**src/rtl/imem_loader.sv**
```systemverilog
// imem_loader: assembles a little-endian byte stream into 32-bit words and writes NWORDS of them to instruction memory.
// Define IMEM_LOADER_CHECKSUM_EN to require a trailing 8-bit sum byte after the last word.
module imem_loader #(
   parameter int ADDR_W = 4,
   parameter int NWORDS = 16
) (
   input  logic              clk,
   input  logic              rst,
   input  logic              start,
   input  logic              in_valid,
   input  logic [7:0]        in_data,
   output logic              in_ready,
   output logic              we,
   output logic [ADDR_W-1:0] wa,
   output logic [31:0]       wd,
   output logic              busy,
   output logic              done,
   output logic              cpu_rst_n,
   output logic              err
);
`ifdef IMEM_LOADER_CHECKSUM_EN
   typedef enum logic [2:0] {IDLE, RECV, WRITE, CHECK, FIN} state_t;
   logic [7:0] sum_q, sum_d;
   logic       err_q, err_d;
`else
   typedef enum logic [1:0] {IDLE, RECV, WRITE, FIN} state_t;
`endif
   localparam logic [ADDR_W-1:0] LAST = ADDR_W'(NWORDS - 1);
   state_t            state_q, state_d;
   logic [ADDR_W-1:0] wa_q, wa_d;
   logic [31:0]       wd_q, wd_d;
   logic [1:0]        bcnt_q, bcnt_d;
   logic              done_q, done_d;
   logic              cpu_rst_n_q, cpu_rst_n_d;
   always_comb begin
      state_d  = state_q;
      wa_d     = wa_q;
      wd_d     = wd_q;
      bcnt_d   = bcnt_q;
      done_d   = done_q;
      in_ready = 1'b0;
      we       = 1'b0;
`ifdef IMEM_LOADER_CHECKSUM_EN
      sum_d    = sum_q;
      err_d    = err_q;
`endif
      case (state_q)
         IDLE: if (start) begin
            state_d = RECV;
            wa_d    = '0;
            bcnt_d  = '0;
            done_d  = 1'b0;
`ifdef IMEM_LOADER_CHECKSUM_EN
            sum_d   = '0;
            err_d   = 1'b0;
`endif
         end
         RECV: begin
            in_ready = 1'b1;
            if (in_valid) begin
               wd_d[{bcnt_q, 3'b000} +: 8] = in_data;
               bcnt_d = bcnt_q + 2'd1;
`ifdef IMEM_LOADER_CHECKSUM_EN
               sum_d  = sum_q + in_data;
`endif
               if (bcnt_q == 2'd3) state_d = WRITE;
            end
         end
         WRITE: begin
            we = 1'b1;
            if (wa_q < LAST) begin
               wa_d    = wa_q + 1'b1;
               state_d = RECV;
            end else begin
`ifdef IMEM_LOADER_CHECKSUM_EN
               state_d = CHECK;
`else
               state_d = FIN;
`endif
            end
         end
`ifdef IMEM_LOADER_CHECKSUM_EN
         CHECK: begin
            in_ready = 1'b1;
            if (in_valid) begin
               err_d   = in_data != sum_q;
               state_d = FIN;
            end
         end
`endif
         FIN: begin
            done_d  = 1'b1;
            state_d = IDLE;
         end
         default: state_d = IDLE;
      endcase
      // registered so the CPU stays held for the first cycle out of reset
      cpu_rst_n_d = state_d == IDLE;
   end
   always_ff @(posedge clk or negedge rst) begin
      if (!rst) begin
         state_q     <= IDLE;
         wa_q        <= '0;
         wd_q        <= '0;
         bcnt_q      <= '0;
         done_q      <= 1'b0;
         cpu_rst_n_q <= 1'b0;
`ifdef IMEM_LOADER_CHECKSUM_EN
         sum_q       <= '0;
         err_q       <= 1'b0;
`endif
      end else begin
         state_q     <= state_d;
         wa_q        <= wa_d;
         wd_q        <= wd_d;
         bcnt_q      <= bcnt_d;
         done_q      <= done_d;
         cpu_rst_n_q <= cpu_rst_n_d;
`ifdef IMEM_LOADER_CHECKSUM_EN
         sum_q       <= sum_d;
         err_q       <= err_d;
`endif
      end
   end
   assign wa        = wa_q;
   assign wd        = wd_q;
   assign busy      = state_q != IDLE;
   assign done      = done_q;
   assign cpu_rst_n = cpu_rst_n_q;
`ifdef IMEM_LOADER_CHECKSUM_EN
   assign err       = err_q;
`else
   assign err       = 1'b0;
`endif
endmodule
```
**config.mk**
```make
export PLATFORM = sky130hd
export DESIGN_NAME = imem_loader
export DESIGN_NICKNAME = d
export VERILOG_FILES = /design/src/rtl/imem_loader.sv
export SDC_FILE = /design/constraint.sdc
export NUM_CORES = 1
export LEC_CHECK = 0
export BUFFER_PORTS_ARGS = -buffer_cell sky130_fd_sc_hd__buf_2
export CAP_MARGIN = 20
export CORE_MARGIN = 2
export CORE_UTILIZATION = 51
export CTS_BUF_LIST = sky130_fd_sc_hd__clkbuf_8 sky130_fd_sc_hd__clkbuf_16
export CTS_CLUSTER_SIZE = 25
export DETAILED_ROUTE_END_ITERATION = 8
export PLACE_DENSITY_LB_ADDON = 0.25
export RECOVER_POWER = 50
export SETUP_SLACK_MARGIN = 0.15
export SLEW_MARGIN = 20
export SYNTH_ARGS = -nofsm -noshare
export SYNTH_HDL_FRONTEND = slang
export SYNTH_SLANG_ARGS = --single-unit
export TNS_END_PERCENT = 5
```
**constraint.sdc**
```tcl
create_clock -name clk -period 2.4 [get_ports clk]
set_input_delay 0.24 -clock clk [delete_from_list [all_inputs] [get_ports clk]]
set_output_delay 0.24 -clock clk [all_outputs]
set_load 0.02 [all_outputs]
```
==> results of run 1 <==
[final cells by class]
class                           instances  area share, %
Inverter                                2          0.329
Clock inverter                          2          0.384
Clock buffer                            6           3.62
Multi-Input combinational cell        152           36.6
Sequential cell                        42           46.1
Tap cell                               48           2.64
Timing Repair Buffer                   52           10.3
[logic make-up after synthesis]
kind of cell / Yosys count / synth area share [%]
compound gates: 47 / 13.4
fa+ha+maj: 7 / 4.50
buf+inv: 12 / 3.21
flops: 42 / 54.0
other cells: 1 / 0.193
simple gates: 97 / 24.7
[Yosys cell counts]
cell type	count
sky130_fd_sc_hd__a21oi_1	3
sky130_fd_sc_hd__o21ai_1	12
sky130_fd_sc_hd__buf_2	7
sky130_fd_sc_hd__nor2b_1	1
sky130_fd_sc_hd__a32o_1	1
sky130_fd_sc_hd__nor3b_4	3
sky130_fd_sc_hd__clkbuf_2	1
sky130_fd_sc_hd__nand4b_1	3
sky130_fd_sc_hd__nand3_1	3
sky130_fd_sc_hd__a31oi_1	1
sky130_fd_sc_hd__conb_1	1
sky130_fd_sc_hd__nor3_1	1
sky130_fd_sc_hd__a22o_1	2
sky130_fd_sc_hd__and3b_1	1
sky130_fd_sc_hd__inv_1	2
sky130_fd_sc_hd__nor4_1	1
sky130_fd_sc_hd__o211ai_1	2
sky130_fd_sc_hd__nand2b_1	2
sky130_fd_sc_hd__ha_1	7
sky130_fd_sc_hd__nand2_1	73
sky130_fd_sc_hd__dfrtp_1	42
sky130_fd_sc_hd__nor2_1	3
sky130_fd_sc_hd__and3_1	1
sky130_fd_sc_hd__or2_2	1
sky130_fd_sc_hd__o21bai_1	2
sky130_fd_sc_hd__nand4b_2	2
sky130_fd_sc_hd__or3b_1	1
sky130_fd_sc_hd__o21ai_0	22
sky130_fd_sc_hd__and2b_1	1
sky130_fd_sc_hd__buf_4	2
sky130_fd_sc_hd__o22ai_1	2
[worst max-delay path by stage]
stage | start | cells after the start | endpoint
floorplan | bcnt_q[0]$_DFFE_PN0P_ | 6 | wd[16]$_DFFE_PN0P_
global placement | bcnt_q[0]$_DFFE_PN0P_ | 5 | wd[21]$_DFFE_PN0P_
detailed placement | bcnt_q[0]$_DFFE_PN0P_ | 5 | wd[19]$_DFFE_PN0P_
CTS | bcnt_q[0]$_DFFE_PN0P_ | 5 | wd[19]$_DFFE_PN0P_
global route | bcnt_q[0]$_DFFE_PN0P_ | 5 | wd[19]$_DFFE_PN0P_
finish | bcnt_q[0]$_DFFE_PN0P_ | 5 | wd[1]$_DFFE_PN0P_
[stage by stage]
stage	utilization, %	hold slack [ns]
floorplan	-	-0.0556
detailed placement	60.4	0.418
global route	62.2	0.147
global placement	60.4	0.435
CTS	62.9	0.105
finish	62.2	0.0725
[routing by layer]
metal | vias up | GRT usage [%] | share of wire [%]
li1 | 791 | - | -
met1 | 731 | 27.1 | 45
met2 | 45 | 33.3 | 49
met3 | 4 | 5.11 | 5.8
met4 | 0 | 6.25 | 0.73
met5 | - | 0 | 0
[state kept, by name, summed over array words and instances (netlist names)]
register	count
state_q	2
cpu_rst_n	1
done	1
wa	4
bcnt_q	2
wd	32
[power by group through the flow]
stage / registers (mW) / logic, mW / clock network (mW)
2_1_floorplan: 1.41 / 0.639 / 0
5_1_grt: 1.21 / 1.35 / 0.504
4_1_cts: 1.17 / 1.26 / 0.473
6_report: 1.17 / 1.20 / 0.460
3_3_place_gp: 1.17 / 1.23 / 0
3_5_place_dp: 1.18 / 1.25 / 0
==> results.txt, run 1 <==
- In the final routed layout, each cell accounts on average for 13.0 µm.
- Worst-path cell with the longest stage delay: sky130_fd_sc_hd__dfrtp_1
* Critical Path Fanout Max: 10
- The first detailed-routing pass took 4 iterations.
- In the final design database the tool counted 274 nets.
* FF/Latch Area: 1050 µm²
* Placer Congestion: 0.738
* Vias in the first global route: 1437
- Nature of the critical path endpoint: flip-flop
- Worst slew margin relative to its limit: 40.1%
* Result of the run: finished, final reports clean
- The number of antenna violations at the first check in global routing was 0.
- Worst stage delay on the critical path: 0.59 ns
- Worst Setup Path Type: flip-flop to flip-flop
- Final clock skew: 0.00430 ns
- Switching share of power: 43.8%
- Walking the worst path, the cells encountered are inv_1 > ha_1 > nor3b_4 > nand2_1 > o21ai_0.
- Share of cells above drive strength 1: 17.6%
- Data on the critical path is required at its endpoint by 2.60 ns.
- Multi-input combinational cell area: 833 µm²
- The clock tree synthesis step divided the H-tree into 2 levels.
* Number of vias per cell: 5.17
- Power per unit of standard cell area: 1240 nW/µm²
* Synth area leader: sky130_fd_sc_hd__dfrtp_1
* Comb power frac: 42.5%
- Counting the fill cells in the layout gives 336.
- In this run the critical register-to-register path is launched from bcnt_q[0]$_DFFE_PN0P_.
* Flop pwr share: 41.2%
- The final hold violation count is 0.
- For the worst-skew pair, the clock arrives at the later sink with an insertion delay of 0.29 ns.
- IO Count: 54
* Family of cells with the greatest summed delay on the critical path: flip-flops
* Crit start category: flip-flop
* Clock tree sinks: 42
- CTS tree: done
- Setup total negative slack on the finished layout was measured at 0 ns.
- The die is 65.8 µm tall.
- Post_cts resized: 0
- Worst Reg-to-Reg Cells: 5
* Area enclosed by the die boundary: 4330 µm²
* Type of the tightest min-delay check: primary input to async pin
- First-pass GRT wire length: 6780 µm
* Number of cells after detailed placement: 296
- Number of register bits inferred by synthesis: 42
* Initial cell density of the core: 53.2%
- Total number of vias: 1571
- Count of non-filler cells in the finished layout: 304
- Maximum buffer depth of the clock tree: 2
- For the pin with the worst max-slew slack, the measured transition is 0.899 ns.
- Once detail routing completed, the nets flagged for antenna violations numbered 0.
* Area growth from synthesis to layout: 17.0%
* Number of placement rows: 22
* IR drop worst, VDD: 626 µV
- Avg Synthesized Cell Area: 9.45 µm²
- Timing would allow up to 516 MHz.
- Summing all placed instances gives a cell area of 2210 µm².
* CTS Hold Buffers Added: 0
- Cell variety after synth: 31
* Number of max-cap violations: 0
- Entering global routing, the biggest net connects 43 pins.
* Min cycle time layout: 1.94 ns
- At the worst endpoint, the arrival time is 2.14 ns.
* Pre-CTS WS: 0.479 ns
- Leakage: 1.07 nW
- Post-route clock period utilization: 80.7%
* Core area: 3660 µm²
* Switching power of the nets: 1.24 mW
- Design internal power: 1.59 mW
* Unrepaired setup endpoints after global routing: false
- Number of setup violations in the final report: 0
- Count of warnings emitted by yosys: 0
* Post-synth top area share: 54.0%
- The finished cells cover 2280 µm².
- Global-route total usage across every layer: 20.5%
* Netlist Area Pre-Place: 1950 µm²
* Clock power frac: 16.3%
- Clock tree synthesis selected as its root buffer the cell sky130_fd_sc_hd__clkbuf_8.
* Syn nets: 225
- Detailed placement finished with a half-perimeter wire length of 2850 µm.
* Sequential-to-total area share from yosys stat: 54.0%
- During placement, the flow inserted port buffers numbering 52.
- DR iter-0 viols: 110
- Leaving out fill and tap cells, the most frequent cell in the layout is sky130_fd_sc_hd__nand2_1.
- Post-CTS repair timing setup buffer count: 0
* Chip Width: 65.8 µm
* Overflow after GRT: 0
- Final Worst Setup Slack: 0.463 ns
- DRC violations left: 0
- FF-to-FF setup slack: 0.46 ns
- Cell types with the largest area share after synthesis: sky130_fd_sc_hd__dfrtp_1 54%, sky130_fd_sc_hd__nand2_1 14%, sky130_fd_sc_hd__o21ai_0 5.7%
- Synthesis produced a netlist whose cell count is 206.
* Number of CTS-inserted buffers: 5
- The max-slew violation count was 0.
* Clock transition at the register clock pins on the worst setup and hold paths after CTS: 0.08 ns
- In this run the critical register-to-register path is captured at wd[1]$_DFFE_PN0P_.
- PnR Total Power: 2.83 mW
- 0 antenna diodes ended up in the layout.
* Commonest cells after routing, fill and taps aside: 73 x sky130_fd_sc_hd__nand2_1, 42 x sky130_fd_sc_hd__dfrtp_1, 32 x sky130_fd_sc_hd__buf_2, 22 x sky130_fd_sc_hd__o21ai_0, 20 x sky130_fd_sc_hd__clkbuf_1
- Summed over all layers, the routed wires come to 3950 µm.
- Together, buffers and inverters on the worst path number 1.
Note: power is estimated with default switching activity, not from simulation.
==> inputs of run 2 (changes only) <==
Settings changed: ABC_AREA set to 1, CORE_UTILIZATION 51 to 52.
Clock period 2.4 ns to 1.8 ns, I/O delays scaled along.
==> run 2 against run 1 <==
  * Non-clock buffer count grew 4
  * Total power up 47%
  * First-iteration DRC count is 22% lower
  * Utilization grew 3.3 points
  * Critical endpoint is now wd[11]$_DFFE_PN0P_
  * Clock skew barely moved
  * Largest power group unchanged
  * Routed wire length increased by 1.8%
  * Count of clock-buffer cells in the layout increased by 2
  * Worst setup slack worse by 0.22 ns
  * Hold slack better by 0.095 ns
==> results.txt, run 2 <==
- Overflow after GRT: 0 (unchanged)
* Commonest cells after routing, fill and taps aside: 92 x sky130_fd_sc_hd__nand2_1, 41 x sky130_fd_sc_hd__dfrtp_1, 31 x sky130_fd_sc_hd__buf_2, 21 x sky130_fd_sc_hd__inv_1, 21 x sky130_fd_sc_hd__clkbuf_1
- Setup repair after global routing could not meet its margin everywhere.
- The weighted congestion reported at the end of routability-driven placement is 0.783 (+6.0%).
* Clk Latency, worst-skew pair: 0.28 ns (about the same)
* Worst reg2reg path startpoint: bcnt_q[1]$_DFFE_PN0P_
* Number of max-cap violations: 0 (unchanged)
* Number of synthesized flops with an enable pin: 0 (unchanged)
- Worst Hold Path EP: wd[21]$_DFFE_PN0P_
- Proportion of synthesized flip-flops having asynchronous set or reset: 100% (unchanged)
- Critical Path Fanout Max: 8 (-2)
- Cell types with the largest area share after synthesis: sky130_fd_sc_hd__dfrtp_1 52%, sky130_fd_sc_hd__nand2_1 17%, sky130_fd_sc_hd__o21ai_2 8.6%
- IO Count: 54 (unchanged)
* Post-route clock period utilization: 86.4% (+5.7 points)
* Number of setup violations in the final report: 0 (unchanged)
* Flop pwr share: 35.9% (-5.3 points)
- The timing-limited maximum frequency is 643 MHz (+25%).
- Vias in the first global route: 1525 (+6.1%)
- TritonCTS built the clock tree.
- The critical path required time is 2.01 ns (-0.59 ns).
* Area enclosed by the die boundary: 4440 µm² (+2.6%)
- The synthesized cell area was 2040 µm² (+4.8%).
- The max-slew violation count is 0 (unchanged).
- Maximum buffer depth of the clock tree: 2 (unchanged)
* Worst hold path cell count: 3
- Min cycle time layout: 1.56 ns (-0.381 ns)
- Post-CTS repair timing setup buffer count: 0 (unchanged)
* Leakage: 1.28 nW (+20%)
* Final Worst Setup Slack: 0.244 ns (-0.219 ns)
* Result of the run: finished, final reports clean
- In the synthesized netlist the dominant register cell turns out to be sky130_fd_sc_hd__dfrtp_1.
- The worst setup path is launched from a flip-flop.
- The via count of the routed design is 1641 (+4.5%).
* Avg Synthesized Cell Area: 8.95 µm² (-5.3%)
- Detailed-placement wirelength estimate: 3040 µm (+6.9%)
- The number of distinct library cell variants in the gate-level netlist after synthesis is 21 (-32%).
- The count of warnings emitted by yosys came to 0 (unchanged).
- The violation count after the first detailed-routing iteration is 86 (-22%).
- Largest net degree at the start of global routing: 22 (-49%)
- Root buffer cell: sky130_fd_sc_hd__clkbuf_8
* Final-stage net count: 304 (+11%)
- Most frequent cell after synthesis: sky130_fd_sc_hd__nand2_1
- The wire length per cell was 12.0 µm (-7.3%).
- The net count after synthesis is 247 (+9.8%).
* Count of non-filler cells in the finished layout: 334 (+9.9%)
- First-pass GRT wire length: 6840 µm (+0.91%)
* Worst hold path startpoint: in_data[5]
- The starting utilization of the core area came to 54.9% (+1.7 points).
- Final clock skew: 0.00477 ns (+0.000471 ns)
- The sequential cell area fraction in the yosys report came to 51.5% (-2.5 points).
* Instance count of the mapped netlist: 228 (+11%)
- Share of cells above drive strength 1: 25.5% (+7.9 points)
- Type of the tightest min-delay check: primary input to flip-flop
- Die span in y: 66.6 µm (+1.3%)
- Fillcell total: 362 (+7.7%)
- Antenna Nets Post-Route: 0 (unchanged)
- Clock tree sinks: 42 (unchanged)
- Worst Setup Path Type: flip-flop to flip-flop
- The utilization after layout was 65.5% (+3.3 points).
- Number of placement rows: 22 (unchanged)
* Actual slew at the worst max-slew pin: 1.09 ns (+0.190 ns)
- Switching share of power: 45.5% (+1.7 points)
* WL final: 4020 µm (+1.8%)
- The count of unresolved DRC violations after routing came to 0 (unchanged).
- The global-route total usage across every layer is 20.2% (-0.36 points).
- Area growth from synthesis to layout: 19.3%
* Leading cell types by count after synthesis: 92 x sky130_fd_sc_hd__nand2_1, 42 x sky130_fd_sc_hd__dfrtp_1, 21 x sky130_fd_sc_hd__inv_1, 20 x sky130_fd_sc_hd__o21ai_2, 12 x sky130_fd_sc_hd__o21ai_1
- The number of buffers created by CTS came to 5 (unchanged).
- Nature of the critical path endpoint: flip-flop
* Antenna violations before repair: 0 (unchanged)
* Number of diodes: 0 (unchanged)
- Synth area leader: sky130_fd_sc_hd__dfrtp_1
- Most common cell after layout, fill and taps aside: sky130_fd_sc_hd__nand2_1
* Power per unit of standard cell area: 1700 nW/µm² (+37%)
* Count of port buffers added during placement: 52 (unchanged)
* Clock power frac: 16.5% (+0.2 points)
- Number of cells after detailed placement: 325 (+9.8%)
- The number of flip-flops in the largest register is 32 (unchanged).
* Data arrival time of the critical path: 1.77 ns (-0.37 ns)
- Comb power frac: 47.6% (+5.1 points)
* Worst Reg-to-Reg Cells: 6 (+1)
* Switching power of the nets: 1.88 mW (+52%)
* Post-synth top area share: 51.5% (-2.5 points)
* IR drop worst, VDD: 869 µV (+39%)
* H-tree Lvls: 2 (unchanged)
- Number of vias per cell: 4.91 (-4.9%)
- The final hold violation count was 0 (unchanged).
* Series of cell instances along the critical path: inv_1 > ha_1 > nand2_1 > inv_1 > nand2_1 > o21ai_2
- The setup slack on the worst flop-to-flop path is 0.24 ns (-0.22 ns).
- Clock transition at the register clock pins on the worst setup and hold paths after CTS: 0.08 ns (about the same)
- Critical register-to-register path endpoint: wd[11]$_DFFE_PN0P_
- The count of state elements after synthesis was 42 (unchanged).
- Worst slew margin relative to its limit: 27.4% (-13 points)
* Pre-CTS WS: 0.240 ns (-0.239 ns)
- The cell-internal power came to 2.26 mW (+42%).
* Multi-input combinational cell area: 866 µm² (+3.9%)
* Chip Width: 66.6 µm (+1.3%)
- Worst stage delay on the critical path: 0.41 ns (-0.18 ns)
* FF/Latch Area: 1050 µm² (+0.12%)
* TNS Setup: 0 ns (unchanged)
- Core area: 3720 µm² (+1.5%)
- The slowest stage of the critical path belongs to the cell sky130_fd_sc_hd__dfrtp_1.
- The number of detailed-route iterations in the first pass came to 4 (unchanged).
-- run 2: cell count changes after synthesis, moves of 3 or more --
| cell | before | now |
|---|---|---|
| sky130_fd_sc_hd__o21ai_2 | 0 | 20 |
| sky130_fd_sc_hd__nand2_4 | 0 | 4 |
| sky130_fd_sc_hd__buf_6 | 0 | 4 |
| sky130_fd_sc_hd__nand4b_1 | 3 | 0 |
| sky130_fd_sc_hd__nand2_1 | 73 | 92 |
| sky130_fd_sc_hd__buf_2 | 7 | 1 |
| sky130_fd_sc_hd__a21oi_1 | 3 | 0 |
| sky130_fd_sc_hd__inv_1 | 2 | 21 |
| sky130_fd_sc_hd__o21ai_0 | 22 | 6 |
| sky130_fd_sc_hd__nor3b_4 | 3 | 0 |
-- run 2: logic make-up (layout without fill, tap and decap cells) --
kind of cell,Yosys count,count (layout),share of synthesized area [%]
AND/OR/NAND/NOR,110,110,23.4
flip-flops,42,42,51.5
AO/OA/AOI/OAI,39,39,13.3
buffers and inverters,28,86,6.87
adder cells (fa/ha/maj),7,7,4.29
other,1,1,0.184
XOR/XNOR,1,1,0.429
-- run 2: how the worst max path moves through the flow --
stage,start,to,slack [ns],cells after the start
floorplan,bcnt_q[0]$_DFFE_PN0P_,wd[22]$_DFFE_PN0P_,0.16,7
global placement,bcnt_q[1]$_DFFE_PN0P_,wd[16]$_DFFE_PN0P_,0.31,6
detailed placement,bcnt_q[1]$_DFFE_PN0P_,wd[19]$_DFFE_PN0P_,0.24,6
CTS,bcnt_q[1]$_DFFE_PN0P_,wd[19]$_DFFE_PN0P_,0.22,6
global route,rst,wd[4]$_DFFE_PN0P_,0.06,3
finish,bcnt_q[1]$_DFFE_PN0P_,wd[11]$_DFFE_PN0P_,0.24,6
-- run 2: critical path, delay by kind of cell (launching register included) --
kind	cells	cell delay [ns]
flip-flops	1	0.41
buffers and inverters	2	0.30
adder cells (fa/ha/maj)	1	0.39
AO/OA/AOI/OAI	1	0.14
AND/OR/NAND/NOR	2	0.26
-- run 2: power by group through the flow --
| stage | logic [mW] | registers (mW) | clock network [mW] |
|---|---|---|---|
| floorplan | 1.08 | 1.89 | 0 |
| CTS | 2.03 | 1.48 | 0.699 |
| detailed placement | 2.03 | 1.49 | 0 |
| global route | 2.19 | 1.53 | 0.749 |
| global placement | 1.99 | 1.49 | 0 |
| finish | 1.97 | 1.49 | 0.683 |
-- run 2: per-stage QoR --
| stage | hold WS, ns | total power, mW | cell area (µm²) |
|---|---|---|---|
| floorplan | -0.116 | 2.97 | 2050 |
| global placement | 0.158 | 3.48 | 2340 |
| detailed placement | 0.150 | 3.52 | 2340 |
| CTS | 0.159 | 4.21 | 2460 |
| global route | 0.169 | 4.47 | 2430 |
| finish | 0.167 | 4.14 | 2430 |
-- run 2: layer usage --
| metal | part of all wire, % | vias to the layer above | wire, µm | track usage [%] |
|---|---|---|---|---|
| met4 | 0.99 | 0 | 40 | 4.59 |
| met5 | 0 | - | 0 | 0 |
| met1 | 46 | 764 | 1850 | 27.9 |
| li1 | - | 828 | - | - |
| met2 | 48 | 45 | 1920 | 32.4 |
| met3 | 5.3 | 4 | 213 | 4.56 |
-- run 2: what timing repair did --
action,4_1_cts,5_1_grt
resized for setup,0,1
endpoints found under the setup margin,0,17
hold buffers,1,0
endpoints found under the hold margin,19,0
-- run 2: final cells by class --
cell class,instances,share of cell area [%]
repair buffers,56,10.8
flip-flops and latches,42,43.2
multi-input cells,158,35.6
well taps,48,2.47
clock buffers,8,4.52
inverters,22,3.39
==> inputs of run 3 (changes only) <==
Settings changed: CORE_UTILIZATION 52 to 56.
Clock period 1.8 ns to 1.9 ns, I/O delays scaled along.
==> run 3 against run 2 <==
  * Sequential share of layout area fell by 0.051 points
  * Sequential power decreased by 6%
  * Clock skew rose by 0.0032 ns
  * Final cell count fell by 0.60%
  * Routed wire length grew 0.20%
  * Fmax decreased by 4.5%
  * Sequential cell count is the same
  * Critical path depth did not move
  * Register-to-register slack improved by 0.03 ns
  * Non-clock buffer count unchanged
  * Utilization up 5.8 points
  * Die area fell by 6.7%
  * Largest cell class unchanged
  * Largest power group unchanged
==> results.txt, run 3 (synthesis results as in run 2) <==
* Flop pwr share: 35.5% (-0.4 points)
- Worst Hold Path EP: wd[17]$_DFFE_PN0P_
* Worst slew margin relative to its limit: 26.1% (-1.2 points)
- Switching share of power: 45.2% (-0.30 points)
* H-tree Lvls: 2 (unchanged)
- The row count is 21 (-4.5%).
* Commonest cells after routing, fill and taps aside: 92 x sky130_fd_sc_hd__nand2_1, 42 x sky130_fd_sc_hd__dfrtp_1, 31 x sky130_fd_sc_hd__buf_2, 23 x sky130_fd_sc_hd__inv_1, 21 x sky130_fd_sc_hd__clkbuf_1
* Family of cells with the greatest summed delay on the critical path: simple AND/OR/NAND/NOR gates
- Global-route total usage across every layer: 22.2% (+2.1 points)
- Walking the worst path, the cells encountered are inv_1 > ha_1 > nand2_1 > nor2_2 > nand2_1 > o21ai_2.
- Min cycle time layout: 1.63 ns (+0.0732 ns)
- Largest net degree at the start of global routing: 24 (+9.1%)
- Root buffer cell: sky130_fd_sc_hd__clkbuf_8
- The number of setup violations in the final report was 0 (unchanged).
* Worst Reg-to-Reg Cells: 6 (unchanged)
- Number of CTS-inserted buffers: 5 (unchanged)
- The library cell used most frequently in the layout, excluding fill and tap cells, is sky130_fd_sc_hd__nand2_1.
- The worst stage delay on the critical path came to 0.42 ns (about the same).
- The vias per cell is 4.98 (+1.3%).
- FF-to-FF setup slack: 0.27 ns (+0.03 ns)
- The worst hold slack is 0.165 ns (-0.00240 ns).
- WL final: 4030 µm (+0.20%)
* Buf/Inv on CP: 1 (-1)
* Worst hold path startpoint: in_data[1]
- The max-slew violation count came to 0 (unchanged).
* Power per unit of standard cell area: 1620 nW/µm² (-4.5%)
- The area growth from synthesis to layout was 19.3% (unchanged).
- The share of cells above drive strength 1 is 24.1% (-1.4 points).
- Worst hold path cell count: 3 (unchanged)
- Routed length per placed instance: 12.1 µm (+0.80%)
* Core area: 3420 µm² (-8.1%)
- The worst-case clock skew came to 0.00794 ns (+0.00316 ns).
- Design internal power: 2.17 mW (-4.0%)
- First-pass GRT wire length: 7060 µm (+3.1%)
* Comb power frac: 47.7% (about the same)
- Worst-path cell with the longest stage delay: sky130_fd_sc_hd__dfrtp_1
* Leakage: 1.29 nW (+0.68%)
- Die span in y: 64.4 µm (-3.4%)
- The via count of the routed design was 1652 (+0.67%).
- DRC violations left: 0 (unchanged)
- The power dissipated by switching net loads came to 1.79 mW (-5.2%).
- The final critical-path share of the clock period came to 85.7% (-0.70 points).
- Final-stage net count: 304 (unchanged)
- Detailed-placement wirelength estimate: 3030 µm (-0.31%)
* Actual slew at the worst max-slew pin: 1.11 ns (+0.0183 ns)
* Overflow after GRT: 0 (unchanged)
- The violation count after the first detailed-routing iteration came to 74 (-14%).
- The critical path required time was 2.12 ns (+0.11 ns).
- The worst voltage drop across the vdd grid is 812 µV (-6.5%).
- The post-route total power was 3.96 mW (-4.5%).
* Clock transition at the register clock pins on the worst setup and hold paths after CTS: 0.08 ns (about the same)
* Placer Congestion: 0.736 (-5.9%)
* TNS Setup: 0 ns (unchanged)
- The startpoint identified for the worst register-to-register timing path is bcnt_q[1]$_DFFE_PN0P_.
- The number of input and output port buffers inserted was 52 (unchanged).
- Pre-CTS WS: 0.211 ns (-0.0287 ns)
- The number of antenna violations at the first check in global routing was 0 (unchanged).
- Worst Setup Path Type: flip-flop to flip-flop
- Number of max-cap violations: 0 (unchanged)
- The clock latency reported for the late side of the worst-skew pair was 0.29 ns (about the same).
- Nature of the critical path endpoint: flip-flop
- Clock tree sinks: 42 (unchanged)
- The endpoint identified for the worst register-to-register timing path is wd[23]$_DFFE_PN0P_.
- Number of flip-flops in the largest register: 32 (unchanged)
- STA classifies the critical path startpoint as a flip-flop.
- The run finished with clean final reports.
* Maximum buffer depth of the clock tree: 2 (unchanged)
* Data arrival time of the critical path: 1.85 ns (+0.08 ns)
- The relative contribution of the clock network to total power came to 16.9% (+0.4 points).
- Critical Path Fanout Max: 8 (unchanged)
* Antenna Nets Post-Route: 0 (unchanged)
- The antenna cell count came to 0 (unchanged).
- The tightest min-delay check is of the primary input to flip-flop type.
- First-pass iteration count of the detailed router: 4 (unchanged)
* Final Worst Setup Slack: 0.271 ns (+0.0268 ns)
* IO Count: 54 (unchanged)
* Achievable clock frequency: 614 MHz (-4.5%)
- CTS tree: done
- Area enclosed by the die boundary: 4140 µm² (-6.7%)
- Setup repair after global routing could not meet its margin everywhere.
* Chip Width: 64.4 µm (-3.4%)
- Initial cell density of the core: 59.7% (+4.8 points)
- The final hold violation count came to 0 (unchanged).
* Vias in the first global route: 1505 (-1.3%)
- Critical path's most frequent cell: sky130_fd_sc_hd__nand2_1
## run 3: worst max path at each step
stage               cells past startpoint             startpoint                  to  slack [ns]
detailed placement                      6  bcnt_q[1]$_DFFE_PN0P_  wd[23]$_DFFE_PN0P_        0.21
global placement                        6  bcnt_q[1]$_DFFE_PN0P_  wd[22]$_DFFE_PN0P_        0.32
finish                                  6  bcnt_q[1]$_DFFE_PN0P_  wd[23]$_DFFE_PN0P_        0.27
global route                            6  bcnt_q[1]$_DFFE_PN0P_  wd[20]$_DFFE_PN0P_         0.1
CTS                                     6  bcnt_q[1]$_DFFE_PN0P_  wd[23]$_DFFE_PN0P_        0.16
floorplan                               6  bcnt_q[0]$_DFFE_PN0P_   wd[6]$_DFFE_PN0P_        0.21
## run 3: power groups by stage
stage                     Clock [mW]  Combinational [mW]  Sequential (mW)
final                          0.667                1.89             1.40
after global routing           0.734                2.09             1.45
after CTS                      0.681                1.92             1.40
after detailed placement           0                1.91             1.41
after global placement             0                1.86             1.41
after floorplan                    0               0.987             1.78
## run 3: layer usage
metal  global-route usage (%)  routed length [µm]  vias up
met5                        0                   0        -
met2                     33.9                1860       56
met3                     5.81                 250        7
met1                     31.2                1860      761
met4                     7.18                  54        0
li1                         -                   -      828
## run 3: tightest hold or removal path, delay by kind of cell
family | cells | cell delay (ns)
AO/OA/AOI/OAI | 1 | 0.05
AND/OR/NAND/NOR | 1 | 0.06
buffers and inverters | 1 | 0.12
## run 3: stage by stage
step	std cells	utilization, %	instance area [µm²]
2_1_floorplan	228	-	2040
3_3_place_gp	323	68.4	2340
3_5_place_dp	323	68.4	2340
4_1_cts	332	71.8	2450
5_1_grt	332	71.3	2430
6_report	332	71.3	2430
## run 3: what timing repair did
item | CTS | global route
hold buffers | 1 | 0
endpoints found under the setup margin | 0 | 16
hold endpoints to repair | 19 | 0
gates resized for setup | 0 | 2
buffers inserted | 0 | 0
## run 3: cell type report
class | instances | area [µm²]
Tap cell | 46 | 57.6
Fill cell | 302 | 981
Clock buffer | 5 | 68.8
Clock inverter | 3 | 37.5
Multi-Input combinational cell | 158 | 858
Inverter | 22 | 82.6
Sequential cell | 42 | 1050
Timing Repair Buffer | 56 | 279
